==> src/rtl/pu_riscv_membuf_credit_if.sv <==
`default_nettype none
// ============================================================================
//  Module   : pu_riscv_membuf_credit_if
//  Purpose  : Handshake bundle around the CPU-to-memory request buffer.
//             Carries the CPU request channel (req_i/d_i/rdy_o) and the
//             memory channel (req_o/q_o/ack_i/rsp_i/rsp_o). Signal suffixes
//             are written from the buffer's point of view.
//  Modports : slave  - the request buffer itself
//             master - the environment (request source plus memory side)
//  Revision : 1.0  initial release
// ============================================================================
interface pu_riscv_membuf_credit_if #(
    parameter int DBITS = 64
);
    // CPU request channel
    logic             req_i;
    logic [DBITS-1:0] d_i;
    logic             rdy_o;
    // Memory request / response channel
    logic             req_o;
    logic [DBITS-1:0] q_o;
    logic             ack_i;
    logic             rsp_i;
    logic             rsp_o;

    modport slave (
        input  req_i,
        input  d_i,
        output rdy_o,
        output req_o,
        output q_o,
        input  ack_i,
        input  rsp_i,
        output rsp_o
    );

    modport master (
        output req_i,
        output d_i,
        input  rdy_o,
        input  req_o,
        input  q_o,
        output ack_i,
        output rsp_i,
        input  rsp_o
    );
endinterface
`default_nettype wire

==> src/rtl/pu_riscv_ram_queue.sv <==
`default_nettype none
// ============================================================================
//  Module   : pu_riscv_ram_queue
//  Purpose  : First-word fall-through FIFO, DEPTH entries of DBITS bits.
//             The head entry is always visible on q_o while not empty.
//  Ports    : clk_i, rst_ni  - clock, asynchronous active-low reset
//             clr_i          - synchronous flush (empties the queue)
//             ena_i          - write/read enable; contents held when low
//             we_i, d_i      - push request and data
//             re_i           - pop request (head leaves at the edge)
//             q_o            - head entry
//             empty_o,full_o - occupancy flags
//  Revision : 1.0  initial release
// ============================================================================
module pu_riscv_ram_queue #(
    parameter int DEPTH = 2,
    parameter int DBITS = 64
) (
    input  wire logic             clk_i,
    input  wire logic             rst_ni,
    input  wire logic             clr_i,
    input  wire logic             ena_i,
    input  wire logic             we_i,
    input  wire logic [DBITS-1:0] d_i,
    input  wire logic             re_i,
    output logic      [DBITS-1:0] q_o,
    output logic                  empty_o,
    output logic                  full_o
);
    // A one-entry queue still needs a 1-bit pointer to stay legal.
    localparam int c_AW = (DEPTH > 1) ? $clog2(DEPTH) : 1;
    localparam int c_CW = $clog2(DEPTH + 1);
    localparam logic [c_AW-1:0] c_LAST = c_AW'(DEPTH - 1);

    logic [DBITS-1:0] r_mem [DEPTH];
    logic [c_AW-1:0]  r_wptr;
    logic [c_AW-1:0]  r_rptr;
    logic [c_CW-1:0]  r_cnt;

    logic w_we;
    logic w_re;

    // Overflow/underflow protection lives here so callers cannot corrupt
    // the occupancy count with a stray strobe.
    assign w_we = ena_i & ~clr_i & we_i & ~full_o;
    assign w_re = ena_i & ~clr_i & re_i & ~empty_o;

    assign empty_o = (r_cnt == '0);
    assign full_o  = (r_cnt == c_CW'(DEPTH));
    assign q_o     = r_mem[r_rptr];

    // Storage array carries no reset; occupancy is tracked separately.
    always_ff @(posedge clk_i) begin
        if (w_we) begin
            r_mem[r_wptr] <= d_i;
        end
    end

    always_ff @(posedge clk_i or negedge rst_ni) begin
        if (!rst_ni) begin
            r_wptr <= '0;
            r_rptr <= '0;
            r_cnt  <= '0;
        end else if (clr_i) begin
            r_wptr <= '0;
            r_rptr <= '0;
            r_cnt  <= '0;
        end else begin
            if (w_we) begin
                r_wptr <= (r_wptr == c_LAST) ? '0 : r_wptr + c_AW'(1);
            end
            if (w_re) begin
                r_rptr <= (r_rptr == c_LAST) ? '0 : r_rptr + c_AW'(1);
            end
            r_cnt <= r_cnt + c_CW'(w_we) - c_CW'(w_re);
        end
    end
endmodule
`default_nettype wire

==> src/rtl/pu_riscv_membuf_credit.sv <==
`default_nettype none
// ============================================================================
//  Module   : pu_riscv_membuf_credit
//  Purpose  : CPU-to-memory request buffer with same-cycle bypass, an
//             outstanding-credit limit and flush-safe response filtering.
//  Ports    : clk_i, rst_ni   - clock, asynchronous active-low reset
//             clr_i           - flush queued requests, kill in-flight ones
//             ena_i           - issue/accept enable (stall when low)
//             bus (slave)     - req_i/d_i/rdy_o CPU side,
//                               req_o/q_o/ack_i/rsp_i/rsp_o memory side
//             pending_o       - outstanding (issued, unanswered) count
//             empty_o,full_o  - queue occupancy flags
//  Revision : 1.0  initial release
// ============================================================================
module pu_riscv_membuf_credit #(
    parameter int DEPTH     = 2,
    parameter int DBITS     = 64,
    parameter int MAX_OUTST = 2
) (
    input  wire logic                               clk_i,
    input  wire logic                               rst_ni,
    input  wire logic                               clr_i,
    input  wire logic                               ena_i,
    pu_riscv_membuf_credit_if.slave                 bus,
    output logic [$clog2(MAX_OUTST+1)-1:0]          pending_o,
    output logic                                    empty_o,
    output logic                                    full_o
);
    localparam int c_OW = $clog2(MAX_OUTST + 1);
    localparam logic [c_OW-1:0] c_MAX = c_OW'(MAX_OUTST);

    logic [c_OW-1:0]  r_outst;
    logic [c_OW-1:0]  r_kill;

    logic [DBITS-1:0] w_head;
    logic             w_issue;
    logic             w_rsp_ok;
    logic             w_we;
    logic             w_re;

    // ------------------------------------------------------------------
    // Request side
    // ------------------------------------------------------------------
    assign bus.rdy_o = ena_i & ~clr_i & ~full_o;
    assign bus.req_o = ena_i & ~clr_i & (r_outst != c_MAX) & (~empty_o | bus.req_i);
    // Empty queue: the incoming request is presented directly (bypass).
    assign bus.q_o   = empty_o ? bus.d_i : w_head;

    assign w_issue = bus.req_o & bus.ack_i;
    // A request issued straight from d_i is never stored.
    assign w_we    = bus.req_i & bus.rdy_o & ~(empty_o & w_issue);
    assign w_re    = w_issue & ~empty_o;

    pu_riscv_ram_queue #(
        .DEPTH (DEPTH),
        .DBITS (DBITS)
    ) u_queue (
        .clk_i   (clk_i),
        .rst_ni  (rst_ni),
        .clr_i   (clr_i),
        .ena_i   (ena_i),
        .we_i    (w_we),
        .d_i     (bus.d_i),
        .re_i    (w_re),
        .q_o     (w_head),
        .empty_o (empty_o),
        .full_o  (full_o)
    );

    // ------------------------------------------------------------------
    // Response side: runs regardless of ena_i/clr_i since memory
    // responses cannot be stalled.
    // ------------------------------------------------------------------
    // A response with nothing outstanding (e.g. arriving after a reset)
    // is ignored entirely.
    assign w_rsp_ok  = bus.rsp_i & (r_outst != '0);
    assign bus.rsp_o = w_rsp_ok & (r_kill == '0);
    assign pending_o = r_outst;

    // Credit returns only at the edge, so a response never unblocks
    // req_o in its own cycle. req_o already excludes the full-credit
    // case, so the increment cannot overflow.
    always_ff @(posedge clk_i or negedge rst_ni) begin
        if (!rst_ni) begin
            r_outst <= '0;
        end else begin
            r_outst <= r_outst + c_OW'(w_issue) - c_OW'(w_rsp_ok);
        end
    end

    // Kill count tracks how many of the outstanding responses belong to
    // requests issued before the last flush. Killed requests are the
    // oldest ones, so they are exactly the next r_kill responses. A
    // response coinciding with the flush consumes one credit first; it
    // is forwarded or swallowed according to the pre-flush kill count.
    always_ff @(posedge clk_i or negedge rst_ni) begin
        if (!rst_ni) begin
            r_kill <= '0;
        end else if (clr_i) begin
            r_kill <= r_outst - c_OW'(w_rsp_ok);
        end else if (w_rsp_ok && (r_kill != '0)) begin
            r_kill <= r_kill - c_OW'(1);
        end
    end
endmodule
`default_nettype wire
==> src/flat_wrapper.sv <==
// flat-port wrapper written by rule: the top's interface ports become plain ports
module pu_riscv_membuf_credit_flat 
#(
    parameter int DEPTH     = 2,
    parameter int DBITS     = 64,
    parameter int MAX_OUTST = 2
)
  (clk_i, rst_ni, clr_i, ena_i, pending_o, empty_o, full_o, bus_req_i, bus_d_i, bus_rdy_o, bus_req_o, bus_q_o, bus_ack_i, bus_rsp_i, bus_rsp_o);
  pu_riscv_membuf_credit_if #(.DBITS(DBITS)) bus_i ();
  input  wire logic clk_i;
  input  wire logic rst_ni;
  input  wire logic clr_i;
  input  wire logic ena_i;
  output logic [$clog2(MAX_OUTST+1)-1:0] pending_o;
  output logic empty_o;
  output logic full_o;
  input wire logic [$bits(bus_i.req_i)-1:0] bus_req_i;
  input wire logic [$bits(bus_i.d_i)-1:0] bus_d_i;
  output wire logic [$bits(bus_i.rdy_o)-1:0] bus_rdy_o;
  output wire logic [$bits(bus_i.req_o)-1:0] bus_req_o;
  output wire logic [$bits(bus_i.q_o)-1:0] bus_q_o;
  input wire logic [$bits(bus_i.ack_i)-1:0] bus_ack_i;
  input wire logic [$bits(bus_i.rsp_i)-1:0] bus_rsp_i;
  output wire logic [$bits(bus_i.rsp_o)-1:0] bus_rsp_o;
  assign bus_i.req_i = bus_req_i;
  assign bus_i.d_i = bus_d_i;
  assign bus_rdy_o = bus_i.rdy_o;
  assign bus_req_o = bus_i.req_o;
  assign bus_q_o = bus_i.q_o;
  assign bus_i.ack_i = bus_ack_i;
  assign bus_i.rsp_i = bus_rsp_i;
  assign bus_rsp_o = bus_i.rsp_o;
  pu_riscv_membuf_credit #(.DEPTH(DEPTH), .DBITS(DBITS), .MAX_OUTST(MAX_OUTST)) u_core (.clk_i(clk_i), .rst_ni(rst_ni), .clr_i(clr_i), .ena_i(ena_i), .bus(bus_i), .pending_o(pending_o), .empty_o(empty_o), .full_o(full_o));
endmodule
==> config.mk <==
export PLATFORM = sky130hd
export DESIGN_NAME = pu_riscv_membuf_credit_flat
export DESIGN_NICKNAME = d
export VERILOG_FILES = /design/src/rtl/pu_riscv_membuf_credit_if.sv /design/src/rtl/pu_riscv_ram_queue.sv /design/src/rtl/pu_riscv_membuf_credit.sv /design/src/flat_wrapper.sv
export SDC_FILE = /design/constraint.sdc
export NUM_CORES = 1
export LEC_CHECK = 0
export BUFFER_PORTS_ARGS = -buffer_cell sky130_fd_sc_hd__buf_2
export CAP_MARGIN = 20
export CORE_ASPECT_RATIO = 1.25
export CORE_MARGIN = 3
export CORE_UTILIZATION = 57
export CTS_CLUSTER_SIZE = 40
export DETAILED_ROUTE_END_ITERATION = 12
export GPL_TIMING_DRIVEN = 1
export PLACE_DENSITY = 0.84
export SYNTH_ARGS = -nofsm -noshare
export SYNTH_HDL_FRONTEND = slang
export SYNTH_SLANG_ARGS = --single-unit
==> constraint.sdc <==
create_clock -name clk_i -period 6.4 [get_ports clk_i]
set_input_delay 1.28 -clock clk_i [delete_from_list [all_inputs] [get_ports clk_i]]
set_output_delay 1.28 -clock clk_i [all_outputs]
set_load 0.005 [all_outputs]
# Word level (Yosys, flattened, before mapping)
# Memory sizes are Yosys's and may differ from the RTL's.
# Index checks and enable logic that the tools add are counted.
# word_totals
output_inout_bits	71
register_bits	8
in_bits	71
ram_bits	128
mem_count	1
word_cells	56
# classes
mux	12
bitwise_logic	20
add_sub_neg	8
n_eq_ne	2
n_reduce_logical	8
# memory_table
memory	depth	width	rd	rd_clocked_by_memory_dff	wr	line	rtl
u_core.u_queue.r_mem	2	64	1	0	1	pu_riscv_ram_queue.sv:35	logic [DBITS-1:0] r_mem [DEPTH];
# ops
op	count
$mux W64	1
$and A1 B1 Y1	15
$reduce_bool A2 Y1	5
$mux W1	8
$mux W2	3
$sub A2 B1 Y2	3
$add A2 B1 Y2	2
$logic_not A2 Y1	2
$not A1 Y1	4
$add A1 B1 Y1 const B	2
$eq A2 B2 Y1 const B	1
$ne A2 B2 Y1 const B	1
$sub A2 B1 Y2 const B	1
$logic_and A1 B1 Y1	1
$or A1 B1 Y1	1

# Longest topological paths before layout
# Gate-level depths: netlist of run 1.
# logic_depth
word_depth	13
depth_mapped	11
mapped_depth_nobuf	9

# By module
# Synthesis of run 1 repeated with hierarchy kept, for this count alone.
# unflattened
cells_unflattened	333
hier_area_um2	6173.4
# by_module_without_submodules
module	cells_per_inst	area_each_um2	seq_area_each_um2	instances
pu_riscv_ram_queue	226	5073.6	3943.8	1
pu_riscv_membuf_credit	107	1099.8	100.1	1

# Least setup slack after synthesis of run 1
# OpenSTA, ideal clock, no wires.
# synth_timing
kind	in2reg
from	input clr_i
to	memory u_core.u_queue.r_mem[0][0] (enable)
cell_stages	5
arrival_time_ns	4.565
required_time_ns	5.914
setup_time_ns	0.486
n_path_buf	1
setup_slack_ns	1.349
path_cell_list	buf_2 -> nor2b_2 -> and2b_1 -> o211ai_2 -> nor2_1
# synth_via
elab_cells_between_ends	14
cone_classes	mux (2); bitwise (12)
# synth_lines
item	line	rtl
start, declared	flat_wrapper.sv:12	input wire logic clr_i;
$not A1 Y1	pu_riscv_membuf_credit.sv:44	assign bus.rdy_o = ena_i & ~clr_i & ~full_o;
$and A1 B1 Y1 (2 in series)	pu_riscv_membuf_credit.sv:44	
net bus_rdy_o	flat_wrapper.sv:19	output wire logic [$bits(bus_i.rdy_o)-1:0] bus_rdy_o;
$and A1 B1 Y1 (2 in series)	pu_riscv_membuf_credit.sv:51	assign w_we = bus.req_i & bus.rdy_o & ~(empty_o & w_issue);
$and A1 B1 Y1 (2 in series)	pu_riscv_ram_queue.sv:45	assign w_we = ena_i & ~clr_i & we_i & ~full_o;
$mux W1	pu_riscv_ram_queue.sv:54	if (w_we) begin
$mux W1 (not written as such)	pu_riscv_ram_queue.sv:55	r_mem[r_wptr] <= d_i;
end, declared	pu_riscv_ram_queue.sv:35	
# The timed path passes the listed nets, and every way through them passes these cells.

# Worst setup path after layout of run 1
# layout_timing
from	register u_core.u_queue.r_cnt[1]
to	output bus_q_o[62]
# layout_via
elab_chain_len	2
# layout_rtl
item	line	rtl
start, declared	pu_riscv_ram_queue.sv:38	logic [c_CW-1:0] r_cnt;
start signal, assigned	pu_riscv_ram_queue.sv:75	r_cnt <= r_cnt + c_CW'(w_we) - c_CW'(w_re);
$logic_not A2 Y1	pu_riscv_ram_queue.sv:48	assign empty_o = (r_cnt == '0);
$mux W64	pu_riscv_membuf_credit.sv:47	assign bus.q_o = empty_o ? bus.d_i : w_head;
end, declared	flat_wrapper.sv:21	output wire logic [$bits(bus_i.q_o)-1:0] bus_q_o;
# Every way passes these cells.

==> results of run 1 <==
-- area by class of cell --
type                       instances  area (um^2)  share of cell area (%)
clock buffer                      17        425.4                   5.950
clock inverter                    15        237.7                   3.325
inverter                           8        31.28                  0.4375
timing repair buffer             145        755.7                   10.57
tap                              126        157.7                   2.205
sequential                       136         4048                   56.62
multi-input combinational        227         1494                   20.90
-- report_power, final --
| part | internal (uW) | leakage [uW] | total [uW] | switching, uW |
|---|---|---|---|---|
| sequential | 1010 | 0.00126 | 1030 | 19.5 |
| combinational | 127 | 0.00120 | 290 | 163 |
| clock | 701 | 0.000324 | 1070 | 373 |
| total | 1840 | 0.00278 | 2400 | 556 |
-- per-stage QoR --
step	utilization [%]	total power (uW)
3_5_place_dp	66.87	1339
5_1_grt	74.02	2484
3_3_place_gp	66.87	1325
6_report	74.02	2398
2_1_floorplan	-	1208
4_1_cts	73.73	2410
-- placed cells by master (no fill, tap or decap) --
master / n
sky130_fd_sc_hd__a21oi_1: 1
sky130_fd_sc_hd__nand2b_1: 2
sky130_fd_sc_hd__dfrtp_1: 7
sky130_fd_sc_hd__o211a_1: 1
sky130_fd_sc_hd__dfrtp_4: 1
sky130_fd_sc_hd__xnor2_1: 4
sky130_fd_sc_hd__inv_1: 7
sky130_fd_sc_hd__buf_2: 141
sky130_fd_sc_hd__nor2b_2: 1
sky130_fd_sc_hd__nor2b_1: 2
sky130_fd_sc_hd__clkinv_2: 1
sky130_fd_sc_hd__clkinv_4: 3
sky130_fd_sc_hd__or2_4: 1
sky130_fd_sc_hd__nand3_1: 1
sky130_fd_sc_hd__o21ai_0: 66
sky130_fd_sc_hd__and2_1: 2
sky130_fd_sc_hd__inv_6: 7
sky130_fd_sc_hd__clkbuf_16: 17
sky130_fd_sc_hd__xor2_1: 1
sky130_fd_sc_hd__o211ai_2: 1
sky130_fd_sc_hd__mux2_2: 1
sky130_fd_sc_hd__buf_16: 1
sky130_fd_sc_hd__buf_4: 3
sky130_fd_sc_hd__bufinv_16: 5
sky130_fd_sc_hd__edfxtp_1: 128
sky130_fd_sc_hd__nand2_1: 64
sky130_fd_sc_hd__or3_1: 1
sky130_fd_sc_hd__nor2_1: 3
sky130_fd_sc_hd__nor2_4: 2
sky130_fd_sc_hd__mux2i_1: 67
sky130_fd_sc_hd__and2b_1: 1
sky130_fd_sc_hd__ha_1: 5
-- flip-flops by register name (all words and copies together), names as in the netlist --
register	cells
u_core.pending_o	2
u_core.u_queue.r_wptr	1
u_core.u_queue.r_rptr	1
u_core.u_queue.r_cnt	2
u_core.r_kill	2
u_core.u_queue.r_mem	128
-- cell families (layout without fill, tap and decap cells) --
| logic type | count (synthesis) | count (layout) |
|---|---|---|
| DFF | 136 | 136 |
| and+or+nand+nor | 80 | 80 |
| xor gates and xnor gates | 5 | 5 |
| adders and majority gates | 5 | 5 |
| AOI/OAI and AO/OA | 69 | 69 |
| buffers and inverters | 31 | 185 |
| muxes | 68 | 68 |
-- synthesized netlist by cell type --
library cell	count	area [um^2]
sky130_fd_sc_hd__o211a_1	1	10.01
sky130_fd_sc_hd__or2_4	1	8.760
sky130_fd_sc_hd__xnor2_1	4	35.03
sky130_fd_sc_hd__nor2b_2	1	8.760
sky130_fd_sc_hd__buf_4	5	37.54
sky130_fd_sc_hd__and2b_1	1	7.510
sky130_fd_sc_hd__inv_1	7	26.28
sky130_fd_sc_hd__ha_1	5	62.56
sky130_fd_sc_hd__nand2b_1	2	12.51
sky130_fd_sc_hd__o211ai_2	1	12.51
sky130_fd_sc_hd__mux2_2	1	11.26
sky130_fd_sc_hd__clkbuf_1	6	22.52
sky130_fd_sc_hd__dfrtp_1	8	200.2
sky130_fd_sc_hd__or3_1	1	6.260
sky130_fd_sc_hd__a21oi_1	1	5.000
sky130_fd_sc_hd__nand3_1	1	5.000
sky130_fd_sc_hd__clkbuf_2	1	5.000
sky130_fd_sc_hd__nand2_1	64	240.2
sky130_fd_sc_hd__buf_2	11	55.05
sky130_fd_sc_hd__nor2_1	5	18.77
sky130_fd_sc_hd__xor2_1	1	8.760
sky130_fd_sc_hd__and2_1	2	12.51
sky130_fd_sc_hd__inv_2	1	3.750
sky130_fd_sc_hd__edfxtp_1	128	3844
sky130_fd_sc_hd__o21ai_0	66	330.3
sky130_fd_sc_hd__nor2b_1	2	12.51
sky130_fd_sc_hd__mux2i_1	67	670.6
-- worst register-to-register path: cells and delay by family (launching register included) --
kind / cells / cell delay, ns
simple gates: 3 / 0.47
xor+xnor: 2 / 0.33
buf+inv: 3 / 1.19
fa+ha+maj: 2 / 0.45
flops: 1 / 0.40
-- worst min path at each step --
stage,startpoint,to,cells past startpoint
final,u_core.u_queue.r_wptr,u_core.u_queue.r_wptr,1
after global routing,u_core.u_queue.r_wptr,u_core.u_queue.r_wptr,1
after CTS,u_core.u_queue.r_wptr,u_core.u_queue.r_wptr,1
after detailed placement,u_core.u_queue.r_wptr,u_core.u_queue.r_wptr,1
after global placement,u_core.u_queue.r_wptr,u_core.u_queue.r_wptr,1
after floorplan,u_core.u_queue.r_wptr,u_core.u_queue.r_wptr,1
-- routing by layer --
layer	part of all wire, %	up-vias	GRT usage [%]
li1	-	1738	-
met1	38	1720	24.97
met2	53	130	36.01
met3	5.9	34	6.458
met4	3.5	0	10.20
met5	0	-	0
==> metrics.log, run 1 <==
[metrics] number of detailed-route iterations in the first pass: 4
[metrics] Congestion Overflow GR: 0
[metrics] clock-pin slew on the worst setup and hold paths: 0.06 ns
[metrics] Final Cell Area: 7149 um^2
[metrics] Area after DPL: 6459 um^2
[metrics] Post-CTS Hold Fix Bufs: 0
[metrics] share of the clock period used by the worst path: 61.25%
[metrics] count of vias placed by the detailed router: 3622
[metrics] critical path type: register to primary output
[metrics] CP Launch Type: register
[metrics] antenna violations before repair: 0
[metrics] path class of the lowest-slack min-delay path: register to register
[metrics] detailed-route DRC error count: 0
[metrics] global-route wire length before repair: 18.04 mm
[metrics] Syn. warnings: 0
[metrics] Worst Reg2Reg Path Length in Cells: 10
[metrics] # Post-CTS Setup Buffers: 0
[metrics] kind of end point of the critical path: primary output
[metrics] worst reg2reg path startpoint: u_core.u_queue.r_cnt[1]
[metrics] non-filler cells in the finished layout: 674
[metrics] Gates resized, CTS repair: 0
[metrics] cell with the biggest individual delay on the critical path: sky130_fd_sc_hd__buf_4
[metrics] number of levels the H-tree was split into: 4
[metrics] number of diodes added for antenna fixing: 0
[metrics] 1st-iter DRT viols: 234
[metrics] endpoint of the most critical setup path: bus_q_o[62]
[metrics] number of input and output port buffers inserted: 141
[metrics] core box area: 9659 um^2
[metrics] static leakage power: 0.002783 uW
[metrics] worst-skew pair later-pin latency: 0.42 ns
[metrics] parity-gate share of the synthesized area counting xor and xnor cells: 0.7719%
[metrics] routability congestion estimate: 0.7739
[metrics] starting density of the core: 58.73%
[metrics] power density relative to cell area: 335.4 nW/um^2
[metrics] dominant combinational cell family by area after synthesis: multiplexers
[metrics] Critical Path Source: u_core.u_queue.r_cnt[1]
[metrics] endpoints failing setup: 0
[metrics] Post-Route Skew: 0.008128 ns
[metrics] unrepaired setup endpoints after global routing: false
[metrics] post-detailed-routing wire length: 11.48 mm
[metrics] global routing usage summed across all routing layers: 21.55%
[metrics] critical register-to-register path endpoint: u_core.u_queue.r_cnt[1]
[metrics] routed via count divided by cell count: 5.374
[metrics] die footprint: 11190 um^2
[metrics] Sink Count: 136
[metrics] Worst Path Max Fanout: 70
[metrics] depth of the critical timing path with buffers and inverters included: 5
[metrics] time the final worst path needs with I/O delays and setup: 3.920 ns
[metrics] area overhead of the layout relative to synthesis: 26.03%
[metrics] mean instance size in the synthesized netlist: 14.40 um^2
[metrics] per-cell routed wire length: 17.03 um
[metrics] row count: 40
[metrics] half-perimeter wire length of the detailed placement result: 7.464 mm
[metrics] register area share after synthesis: 71.28%
[metrics] run status: complete, no violations
[metrics] TritonCTS clock tree: done
[metrics] CP Buf/Inv Count: 3
[metrics] maximum number of pins on one net before global-route repair: 71
[metrics] number of pins exceeding their max-slew limit in the final report: 0
[metrics] worst max-slew margin expressed relative to the limit: 35.74%
[metrics] critical-path cell list: or2_4 -> clkinv_2 -> buf_4 -> o21ai_0 -> buf_2
[metrics] worst setup slack after layout: 2.480 ns
[metrics] instance count after placement with tap cells included: 641
[metrics] Max Buffers Root-to-Sink: 2
[metrics] largest voltage drop on the vdd net: 0.0002220 V
[metrics] Total Neg Setup Slack: 0 ns
[metrics] Die X: 95.23 um
[metrics] maximum clock frequency: 255.1 MHz
[metrics] CP Data Required Time: 5.12 ns
[metrics] DP Worst Slack: 2.747 ns
[metrics] Max Cap Viol: 0
[metrics] setup slack, reg-to-reg: 3.45 ns
[metrics] TritonCTS buffer count: 17
[metrics] Syn Inst Count: 394
[metrics] Worst path top cell family by delay: buffers and inverters
[metrics] post-synthesis instance area: 5673 um^2
[metrics] share of layout cells above drive strength 1: 33.76%
[metrics] Net count, final: 611
[metrics] post-route worst hold slack: 0.5912 ns
[metrics] fillcell total: 607
[metrics] post-synthesis share of cell area spent on full adders, half adders and majority gates: 1.103%
[metrics] count of antenna-violating nets left after detailed routing: 0
[metrics] vias in the first global route: 3663
[metrics] Post-Synth Simple-Gate Area: 5.867%
[metrics] flip-flop and latch count after synthesis: 136
[metrics] worst-margin pin slew: 0.9616 ns
[metrics] net count after synthesis: 470
[metrics] number of distinct library cell variants in the gate-level netlist after synthesis: 27
[metrics] number of primary I/O pins: 142
[metrics] stage delay of the slowest cell on the critical path: 0.57 ns
[metrics] final hold violations: 0
[metrics] chip height: 117.5 um
[metrics] complex-gate fraction of the synthesized area: 6.308%
[metrics] mux contribution to synthesized area: 12.02%
[metrics] arrival time at the worst endpoint: 2.64 ns
[metrics] Clock Root Buffer: sky130_fd_sc_hd__clkbuf_16
(Power assumes the default switching activity.)
==> inputs of run 2 (changes only) <==
--- a/config.mk
+++ b/config.mk
@@ -5,15 +5,16 @@
 export SDC_FILE = /design/constraint.sdc
 export NUM_CORES = 1
 export LEC_CHECK = 0
+export ABC_AREA = 1
 export BUFFER_PORTS_ARGS = -buffer_cell sky130_fd_sc_hd__buf_2
 export CAP_MARGIN = 20
 export CORE_ASPECT_RATIO = 1.25
 export CORE_MARGIN = 3
-export CORE_UTILIZATION = 57
+export CORE_UTILIZATION = 53
 export CTS_CLUSTER_SIZE = 40
 export DETAILED_ROUTE_END_ITERATION = 12
 export GPL_TIMING_DRIVEN = 1
-export PLACE_DENSITY = 0.84
+export PLACE_DENSITY = 0.79
 export SYNTH_ARGS = -nofsm -noshare
 export SYNTH_HDL_FRONTEND = slang
 export SYNTH_SLANG_ARGS = --single-unit
==> constraint.sdc (replaced) <==
create_clock -name clk_i -period 3.78 [get_ports clk_i]
set_input_delay 0.756 -clock clk_i [delete_from_list [all_inputs] [get_ports clk_i]]
set_output_delay 0.756 -clock clk_i [all_outputs]
set_load 0.005 [all_outputs]
==> run 2 against run 1 <==
  * Sequential share of layout area up 1.4 points
  * Core utilization fell by 6.4 points
  * Count of clock-buffer cells in the layout increased by 4
  * Cell count is 13% higher
  * Power rose by 52%
  * Synthesized area increased by 0.33%
  * Sequential cell count is the same
  * Combinational power grew 69%
  * Register-to-register slack worse by 2.0 ns
  * Via count rose by 13%
  * Clock power increased by 32%
  * First-iteration DRC count is 16% higher
==> metrics.log, run 2 <==
[metrics] run status: complete, no violations
[metrics] max FFs per register: 128 (unchanged)
[metrics] Post-CTS Hold Fix Bufs: 0 (unchanged)
[metrics] share of the clock period used by the worst path: 74.46%
[metrics] top library cells by usage in the layout, fill and taps aside: sky130_fd_sc_hd__buf_2, sky130_fd_sc_hd__a21oi_1, sky130_fd_sc_hd__edfxtp_1
[metrics] worst-margin pin slew: 0.8520 ns (-0.1096 ns)
[metrics] final hold violations: 0 (unchanged)
[metrics] Most flops, register: u_core.u_queue.r_mem
[metrics] share of layout cells above drive strength 1: 29.25% (-4.5 points)
[metrics] Gates resized, CTS repair: 0 (unchanged)
[metrics] Post-Route Skew: 0.009626 ns (+0.001498 ns)
[metrics] cells taking the most area after synthesis: sky130_fd_sc_hd__edfxtp_1, sky130_fd_sc_hd__a21oi_1, sky130_fd_sc_hd__nand2_1
[metrics] global routing usage summed across all routing layers: 21.15% (-0.40 points)
[metrics] CP Launch Type: register
[metrics] setup slack, reg-to-reg: 1.45 ns (-2.00 ns)
[metrics] Final Cell Area: 6975 um^2 (-2.4%)
[metrics] predominant post-synthesis flop cell: sky130_fd_sc_hd__edfxtp_1
[metrics] net count after synthesis: 557 (+19%)
[metrics] most frequent standard cell in the layout excluding fill and tap cells: sky130_fd_sc_hd__buf_2
[metrics] static leakage power: 0.002965 uW (+6.6%)
[metrics] Max Buffers Root-to-Sink: 2 (unchanged)
[metrics] flip-flop and latch count after synthesis: 136 (unchanged)
[metrics] endpoints failing setup: 0 (unchanged)
[metrics] maximum clock frequency: 355.3 MHz
[metrics] fillcell total: 771 (+27%)
[metrics] kind of end point of the critical path: primary output
[metrics] worst-skew pair later-pin latency: 0.40 ns (-0.02 ns)
[metrics] largest voltage drop on the vdd net: 0.0002976 V (+34%)
[metrics] TritonCTS clock tree: done
[metrics] TritonCTS buffer count: 17 (unchanged)
[metrics] starting density of the core: 55.20% (-3.5 points)
[metrics] 1st-iter DRT viols: 272 (+16%)
[metrics] Net count, final: 696 (+14%)
[metrics] path class of the lowest-slack min-delay path: input port to async pin
[metrics] register area share after synthesis: 71.05% (-0.24 points)
[metrics] Congestion Overflow GR: 0 (unchanged)
[metrics] antenna violations before repair: 1 (+1)
[metrics] critical path type: register to primary output
[metrics] Total Neg Setup Slack: 0 ns (unchanged)
[metrics] number of primary I/O pins: 142 (unchanged)
[metrics] proportion of synthesized flip-flops having asynchronous set or reset: 5.882% (unchanged)
[metrics] number of enable flip-flop cells after synthesis: 128 (unchanged)
[metrics] Die X: 98.69 um (+3.6%)
[metrics] routed via count divided by cell count: 5.410 (+0.67%)
[metrics] core box area: 10310 um^2 (+6.7%)
[metrics] post-synthesis instance area: 5692 um^2 (+0.33%)
[metrics] mean instance size in the synthesized netlist: 11.83 um^2 (-18%)
[metrics] power density relative to cell area: 521.3 nW/um^2 (+55%)
[metrics] die footprint: 12030 um^2 (+7.4%)
[metrics] number of pins exceeding their max-slew limit in the final report: 0 (unchanged)
[metrics] Syn. warnings: 0 (unchanged)
[metrics] routability congestion estimate: 0.7834 (+1.2%)
[metrics] maximum number of pins on one net before global-route repair: 68 (-4.2%)
[metrics] number of distinct library cell variants in the gate-level netlist after synthesis: 22 (-19%)
[metrics] count of vias placed by the detailed router: 4106 (+13%)
[metrics] number of input and output port buffers inserted: 141 (unchanged)
[metrics] Synth top cells by count: sky130_fd_sc_hd__a21oi_1, sky130_fd_sc_hd__edfxtp_1, sky130_fd_sc_hd__nand2_1, sky130_fd_sc_hd__nor2_1, sky130_fd_sc_hd__buf_2
[metrics] Area after DPL: 6475 um^2 (+0.25%)
[metrics] arrival time at the worst endpoint: 2.06 ns (-0.58 ns)
[metrics] post-detailed-routing wire length: 12.63 mm (+10%)
[metrics] number of levels the H-tree was split into: 4 (unchanged)
[metrics] vias in the first global route: 3951 (+7.9%)
[metrics] # Post-CTS Setup Buffers: 0 (unchanged)
[metrics] Sink Count: 136 (unchanged)
[metrics] post-synth top area share: 67.53% (-0.22 points)
[metrics] Worst Path Max Fanout: 67 (-4.3%)
[metrics] detailed-route DRC error count: 0 (unchanged)
[metrics] library cell occupying the most area in the post-synthesis netlist: sky130_fd_sc_hd__edfxtp_1
[metrics] chip height: 121.9 um (+3.7%)
[metrics] Util after Layout: 67.65% (-6.4 points)
[metrics] unrepaired setup endpoints after global routing: false
[metrics] worst max-slew margin expressed relative to the limit: 43.20% (+7.5 points)
[metrics] row count: 41 (+2.5%)
[metrics] area overhead of the layout relative to synthesis: 22.55%
[metrics] number of detailed-route iterations in the first pass: 5 (+1)
[metrics] CP Data Required Time: 3.02 ns (-2.10 ns)
[metrics] clock-pin slew on the worst setup and hold paths: 0.05 ns (about the same)
[metrics] per-cell routed wire length: 16.64 um (-2.3%)
[metrics] Syn Inst Count: 481 (+22%)
[metrics] Max Cap Viol: 0 (unchanged)
[metrics] global-route wire length before repair: 19.53 mm (+8.3%)
[metrics] half-perimeter wire length of the detailed placement result: 7.835 mm (+5.0%)
[metrics] Clock Root Buffer: sky130_fd_sc_hd__clkbuf_16
[metrics] count of antenna-violating nets left after detailed routing: 0 (unchanged)
[metrics] time the final worst path needs with I/O delays and setup: 2.815 ns
==> run 2: through the flow <==
step                      total power, uW  setup WS [ns]  instances  hold WS (ns)
final                                3637         0.9654        759        0.1878
after global routing                 3811         0.8286        759        0.1755
after CTS                            3662         0.9610        758        0.1775
after detailed placement             2262          1.195        730        0.5191
after global placement               2236          1.237        729        0.5066
after floorplan                      2046         0.4950        481        0.4604
==> run 2: worst paths after layout <==
check                                   startpoint                       to  depth (start not counted)
setup / recovery           u_core.u_queue.r_cnt[1]              bus_q_o[30]                          5
hold / removal                              rst_ni      u_core.pending_o[0]                          1
setup reg to reg           u_core.u_queue.r_cnt[1]  u_core.u_queue.r_cnt[1]                         10
hold reg to reg              u_core.u_queue.r_wptr    u_core.u_queue.r_wptr                          2
max in group asynchronous                   rst_ni    u_core.u_queue.r_rptr                          1
min in group clk_i           u_core.u_queue.r_wptr    u_core.u_queue.r_wptr                          2
==> run 2: cell families after synthesis <==
group	after synthesis	share of synthesized area, %
AOI/OAI and AO/OA	133	11.83
xor gates and xnor gates	4	0.6156
adders and majority gates	5	1.099
buffers and inverters	46	4.177
DFF	136	71.05
and+or+nand+nor	157	11.23
==> run 2: report_power, final <==
part           switching [uW]  internal (uW)
combinational             290            199
clock                     531            877
sequential               26.9           1710
==> run 2: area by class of cell <==
cell class	count	area, um^2	area share (%)
Sequential cell	136	4045	57.99
Clock buffer	21	440.4	6.314
Timing Repair Buffer	148	783.3	11.23
Clock inverter	7	57.56	0.8251
Inverter	18	67.56	0.9686
Antenna cell	1	2.502	0.03587
Multi-Input combinational cell	299	1418	20.32
Tap cell	129	161.4	2.314
==> run 2: routing by layer <==
metal  global-route usage (%)  share of wire, %  routed length [um]
met5                        0                 0                   0
met1                    25.60                39                4942
met4                    9.052               1.4                 172
met2                    35.24                52                6600
met3                    6.529               7.3                 917
==> run 2: worst max-delay path, stage by stage, from the launching register on <==
cell                      delay (ns)
sky130_fd_sc_hd__dfrtp_1        0.42
sky130_fd_sc_hd__nor2_4         0.13
sky130_fd_sc_hd__buf_4          0.60
sky130_fd_sc_hd__a21oi_1        0.08
sky130_fd_sc_hd__a21oi_1        0.24
sky130_fd_sc_hd__buf_2          0.16
